===== config.mk =====
export PLATFORM = sky130hd
export DESIGN_NAME = g3f_seq
export DESIGN_NICKNAME = d
export VERILOG_FILES = /design/src/rtl/g3f_seq.sv
export SDC_FILE = /design/constraint.sdc
export NUM_CORES = 1
export LEC_CHECK = 0
export CAP_MARGIN = 0
export CORE_MARGIN = 5
export CORE_UTILIZATION = 34
export DETAILED_ROUTE_END_ITERATION = 10
export GPL_ROUTABILITY_DRIVEN = 0
export GPL_TIMING_DRIVEN = 0
export SLEW_MARGIN = 20
export SYNTH_ARGS = -nofsm -noshare
export SYNTH_HDL_FRONTEND = slang
export SYNTH_SLANG_ARGS = --single-unit

===== constraint.sdc =====
create_clock -name clk -period 2.3 [get_ports clk]
set_clock_uncertainty 0.15 [all_clocks]
set_input_delay 0.575 -clock clk [delete_from_list [all_inputs] [get_ports clk]]
set_output_delay 0.575 -clock clk [all_outputs]
set_load 0.005 [all_outputs]

===== src/rtl/g3f_seq.sv =====
// Step sequencer for the g3f core: issues shift-enable pulses separated by a
// programmable gap, samples the core after each one and folds it into a signature.
module g3f_seq #(
  parameter int LEN_W = 8,
  parameter int GAP_W = 4
) (
  input  logic             clk,
  input  logic             rst,
  input  logic             start,
  input  logic             abort,
  input  logic [LEN_W-1:0] len,
  input  logic [GAP_W-1:0] gap,
  input  logic [2:0]       q_in,
  input  logic [2:0]       p_in,
  output logic             se,
  output logic             busy,
  output logic             done,
  output logic [LEN_W-1:0] step_cnt,
  output logic [2:0]       q_cap,
  output logic [2:0]       p_cap,
  output logic [7:0]       sig,
  output logic             lock_err,
  output logic             aborted
);

  typedef enum logic [2:0] {IDLE, PULSE, SAMPLE, GAP, DONE} state_t;

  state_t           state, state_nx;
  logic [LEN_W-1:0] len_q;
  logic [GAP_W-1:0] gap_q;
  logic [GAP_W-1:0] gap_cnt;
  logic             zero_run;
  logic [LEN_W-1:0] cnt_inc;
  logic             accept;
  logic             sample_go;
  logic             lock_hit;

  assign cnt_inc   = step_cnt + 1'b1;
  assign accept    = (state == IDLE) && start;
  assign sample_go = (state == SAMPLE) && !abort;
  assign lock_hit  = (q_in == 3'b000);

  always_comb begin
    state_nx = state;
    case (state)
      IDLE:   if (start) state_nx = (len == '0) ? DONE : PULSE;
      PULSE:  state_nx = abort ? IDLE : SAMPLE;
      SAMPLE: begin
        if (abort)                               state_nx = IDLE;
        else if ((cnt_inc == len_q) || lock_hit) state_nx = DONE;
        else if (gap_q == '0)                    state_nx = PULSE;
        else                                     state_nx = GAP;
      end
      GAP: begin
        if (abort)                state_nx = IDLE;
        else if (gap_cnt == 1'b1) state_nx = PULSE;
      end
      // a zero-length run settles one cycle in DONE before pulsing done
      DONE:   state_nx = (abort || !zero_run) ? IDLE : DONE;
      default: state_nx = IDLE;
    endcase
  end

  always_ff @(posedge clk or posedge rst) begin
    if (rst) begin
      state    <= IDLE;
      se       <= 1'b0;
      len_q    <= '0;
      gap_q    <= '0;
      gap_cnt  <= '0;
      zero_run <= 1'b0;
      step_cnt <= '0;
      q_cap    <= '0;
      p_cap    <= '0;
      sig      <= '0;
      lock_err <= 1'b0;
      aborted  <= 1'b0;
    end else begin
      state <= state_nx;
      se    <= (state_nx == PULSE);
      if (accept) begin
        len_q    <= len;
        gap_q    <= gap;
        zero_run <= (len == '0);
        step_cnt <= '0;
        sig      <= '0;
        lock_err <= 1'b0;
        aborted  <= 1'b0;
      end
      if ((state != IDLE) && abort) aborted <= 1'b1;
      if (sample_go) begin
        q_cap    <= q_in;
        p_cap    <= p_in;
        step_cnt <= cnt_inc;
        sig      <= {sig[4:0], sig[7:5]} ^ {2'b00, q_in, p_in};
        gap_cnt  <= gap_q;
        if (lock_hit) lock_err <= 1'b1;
      end
      if ((state == GAP) && !abort) gap_cnt <= gap_cnt - 1'b1;
      if (state == DONE) zero_run <= 1'b0;
    end
  end

  assign busy = (state != IDLE);
  assign done = (state == DONE) && !zero_run && !abort;

endmodule


Yosys cells after proc, flatten, opt, wreduce, memory -nomap -nowiden
Cells that the tools add are included.
{ "classes": {"addsub": 2, "eq_ne": 7, "muxes": 22, "bitwise_logic": 1, "n_reduce_logical": 19} }
{ "ops": {"columns": ["op", "n"], "rows": [
  ["$mux W8", 3],
  ["$mux W3", 7],
  ["$pmux W3 S5", 1],
  ["$add A8 B1 Y8 const B", 1],
  ["$eq A8 B8 Y1", 1],
  ["$logic_not A8 Y1", 1],
  ["$mux W4", 2],
  ["$reduce_bool A2 Y1", 4],
  ["$xor A8 B6 Y8", 1],
  ["$mux W1", 7],
  ["$eq A3 B1 Y1 const B", 2],
  ["$eq A3 B2 Y1 const B", 2],
  ["$logic_and A1 B1 Y1", 6],
  ["$logic_not A3 Y1", 2],
  ["$eq A4 B1 Y1 const B", 1],
  ["$logic_not A4 Y1", 1],
  ["$mux W2", 2],
  ["$sub A4 B1 Y4 const B", 1],
  ["$eq A3 B3 Y1 const B", 1],
  ["$reduce_bool A3 Y1", 1],
  ["$logic_not A1 Y1", 2],
  ["$logic_or A1 B1 Y1", 2]
]} }
{ "word_totals": {"register_bits": 45, "in_bits": 22, "out_inout_bits": 27, "word_cells": 63} }

Longest topological paths before layout
{ "depth": {"word_depth": 7, "ltp_mapped": 8, "depth_no_buf": 7} }

Least setup slack after synthesis
No wires, ideal clock.
{ "synth_path": {"path_type": "flip-flop to flip-flop", "from": "reg step_cnt[1]", "to": "reg se", "setup_time_ps": 129, "arrival_time_ps": 1810, "required_time_ps": 2021, "slack_ps": 211, "path_stages_with_launch": 9, "path_buffers": 1, "period_less_slack_ps": 2089, "path_cell_list": "dfrtp_1 -> ha_1 -> buf_2 -> nand3_2 -> or3_1 -> nand4b_1 -> a211oi_2 -> o31ai_1 -> nor2b_1"} }
{ "synth_between": {"elab_chain_cells": 7} }
{ "synth_lines": {"columns": ["element", "line_no", "source"], "rows": [
  ["start, declared", "18", "output logic [LEN_W-1:0] step_cnt,"],
  ["start signal, assigned", "94", "step_cnt <= cnt_inc;"],
  ["$add A8 B1 Y8", "38", "assign cnt_inc = step_cnt + 1'b1;"],
  ["$eq A8 B8 Y1", "50", "else if ((cnt_inc == len_q) || lock_hit) state_nx = DONE;"],
  ["$logic_or A1 B1 Y1", "50", null],
  ["$mux W3", "50", null],
  ["$mux W3", "49", "if (abort) state_nx = IDLE;"],
  ["$pmux W3 S5", "45", "case (state)"],
  ["via state_nx[1]", "28", "state_t state, state_nx;"],
  ["$eq A3 B1 Y1", "80", "se <= (state_nx == PULSE);"],
  ["end signal, assigned", "80", null],
  ["end, declared", "15", "output logic se,"]
]} }
The timed path passes the listed nets, and every way through them passes these cells.
A chain may end at the register's enable or synchronous reset.

Worst setup path after layout
{ "layout_path": {"from": "reg state[0]", "to": "out done"} }
{ "layout_between": {"elab_chain_cells": 3} }
{ "layout_lines": {"columns": ["element", "line_no", "source"], "rows": [
  ["start, declared", "28", null],
  ["start signal, assigned", "79", "state <= state_nx;"],
  ["$eq A3 B3 Y1", "105", "assign done = (state == DONE) && !zero_run && !abort;"],
  ["$logic_and A1 B1 Y1 (2 in a row)", "105", null],
  ["end, declared", "17", "output logic done,"]
]} }
No other way between the ends.

==> metrics.csv <==
metric,value,unit
"commonest non-fill, non-tap cells in the layout","nand2_1 (72), clkdlybuf4s50_1 (45), dfrtp_1 (42), o21ai_0 (20), xnor2_1 (13)",
"Req. time, crit path",1.57,ns
number of synthesized flops with an enable pin,0,
top-level I/O count,49,
die area,0.008616,mm²
PortBufs,48,
Worst-Skew Late Latency,0.31,ns
Die H,92.82,µm
"commonest non-fill, non-tap cell in the layout",nand2_1,
total global routing overflow,0,
Avg Vias per Cell,5.020,
Worst-Margin Slew,0.6138,ns
combinational family with the most area after synthesis,simple AND/OR/NAND/NOR gates,
worst IR drop on VDD,442.1,µV
Yosys reg bits,45,
CTS buffer count,5,
DRT iter0 DRCs,88,
final core utilization,0.4639,
Relative slew margins,0.5876,
Yosys warnings,0,
Avg WL per Cell,14.59,µm
share of post-route cells with drive strength above 1,0.1424,
Post-synth top flop,dfrtp_1,
r2r startpoint,state[2],
status,completed,
f_max,450.3,MHz
routed wire length,5.779,mm
Yosys top cell area share,0.4828,
Synth Area in Adders,0.01609,
clk sinks,45,
Syn-to-layout area delta,33.64,%
Pwr per Cell Area,1066,mW/mm²
DRC,0,
Worst Setup SP,state[0],
Setup crit start kind,flip-flop,
pin count of the biggest net entering global routing,27,
Fin. Hold Viols,0,
post-route ant nets,0,
Final Max Slew Viols,0,
Core Area,0.006719,mm²
fin area,0.003117,mm²
RSZ-0062 raised after global routing,no,
antenna violations before repair,0,
Total Power,3.322,mW
cell area after placement,0.002933,mm²
global-route wire length before repair,10.01,mm
cells after synthesis,254,
Post-Synth XOR/XNOR Area,0.06706,
Hold WC Path Type,reg -> reg,
ANT cells,0,
synthesized-area fraction occupied by and/or/nand/nor cells,0.2425,
Post-CTS Hold Buffers,0,
critical path peak fanout,10,
die width,92.82,µm
Clock Root Buffer,clkbuf_8,
Initial Util,0.3471,
CP endpoint kind,output port,
slack of the worst reg-to-reg path,0.21,ns
"CTS clk-pin slew, worst paths",0.10,ns
multiplexer share of the synthesized area,0.004292,
R2R depth,6,
number of global-route vias before repair,2054,
Worst EP arrival,1.50,ns
compound-cell area share of the yosys netlist,0.1438,
TritonRoute pass-1 iters,4,
fin crit share,0.9655,
terminus of the critical flop-to-flop path,step_cnt[7],
CTS tree,built,
Min Hold Slack,0.3295,ns
Synth area leaders,"dfrtp_1 (48%), nand2_1 (12%), xnor2_1 (4.9%)",
CP Capture Point,done,
Synth Net Count,279,
WS Path Type,reg -> out,
Rows,30,
CTS H-Tree Depth,2,
mean area per synthesized cell,9.182,µm²
ys async rst share,1.000,
Final #Nets,340,
Detailed Place HPWL,4.219,mm
final count of negative-setup-slack endpoints,0,
vias,1988,
fillers,649,
Pleak,1.370,nW
Total Routing Usage GR,0.1447,
crit path time final,2.221,ns
max_cap viols,0,
post-synth top area cell,dfrtp_1,
register area share after synthesis,0.4828,
post-synthesis cell area,0.002332,mm²
post-synth cell types,47,
CTS max path bufs,2,
-- synth_stat cells (all sizes together), types with 2 or more instances --
cell / number
nor3: 4
or3: 2
clkbuf: 6
buf: 9
o22a: 3
a21oi: 8
ha: 3
nand3: 8
dfrtp: 45
nand4b: 2
nand4: 2
o31ai: 3
nor4: 2
a22o: 4
o21ai: 20
inv: 6
nor2: 14
o41ai: 3
a31oi: 2
and3: 2
xor2: 3
nand2: 72
xnor2: 14
nor2b: 2
a211oi: 2
-- critical path: stages, from the launching register on --
cell,delay (ns)
dfrtp_1,0.40
buf_4,0.14
clkbuf_8,0.16
nor2_4,0.10
and3_1,0.17
dlygate4sd2_1,0.24
-- final cells by class --
type	count	area (µm²)	share of cell area
multi-input combinational	188	1144	0.3669
sequential	45	1130	0.3625
timing repair buffer	54	538.0	0.1726
tap	80	100.1	0.03212
buffer	15	88.84	0.02850
clock buffer	5	68.82	0.02208
clock inverter	3	25.02	0.008029
inverter	6	22.52	0.007226
-- report_power, final --
| part | switching (mW) | internal [mW] |
|---|---|---|
| clock | 0.300 | 0.220 |
| combinational | 0.706 | 0.754 |
| sequential | 0.259 | 1.08 |
| total | 1.27 | 2.06 |
-- worst min-delay path by stage --
stage,cells past startpoint,slack (ns),endpoint,startpoint
final,2,0.33,p_cap[0],p_cap[0]
after global placement,2,0.31,p_cap[2],p_cap[2]
after global routing,2,0.37,q_cap[2],q_cap[2]
after floorplan,2,0.32,len_q[1],len_q[1]
after CTS,2,0.34,p_cap[0],p_cap[0]
after detailed placement,2,0.31,p_cap[0],p_cap[0]
-- sequential cells by signal (all words and copies together), names as in the netlist --
name      flops
aborted       1
gap_cnt       4
gap_q         4
len_q         8
lock_err      1
p_cap         3
q_cap         3
se            1
sig           8
state         3
step_cnt      8
zero_run      1
-- metrics by stage --
stage | instances | setup TNS (ns) | setup slack (ns)
6_report | 396 | 0 | 0.07939
3_3_place_gp | 382 | -30.94 | -0.5590
5_1_grt | 396 | 0 | 0.008335
3_5_place_dp | 383 | -10.86 | -0.5346
4_1_cts | 392 | 0 | 0.001244
2_1_floorplan | 254 | 0 | 0.2108
-- timing repair --
action                                  CTS  global route
resized for setup                        13             5
gates cloned                              0             0
hold endpoints to repair                  0             0
setup buffers                             1             4
pin swaps                                 0             2
endpoints found under the setup margin   19             4
-- metal layers --
metal | GRT usage | vias to the layer above | part of all wire
met4 | 0.04274 | 0 | 0.011
met5 | 0 | - | 0
met3 | 0.03737 | 7 | 0.056
met1 | 0.1960 | 939 | 0.48
li1 | - | 985 | -
met2 | 0.2274 | 57 | 0.45
-- cells by family after synthesis --
| logic type | Yosys count |
|---|---|
| DFF | 45 |
| AOI/OAI and AO/OA | 50 |
| adders and majority gates | 3 |
| muxes | 1 |
| xor gates and xnor gates | 17 |
| and+or+nand+nor | 117 |
| buffers and inverters | 21 |
Power figures use the tool's default switching activity.
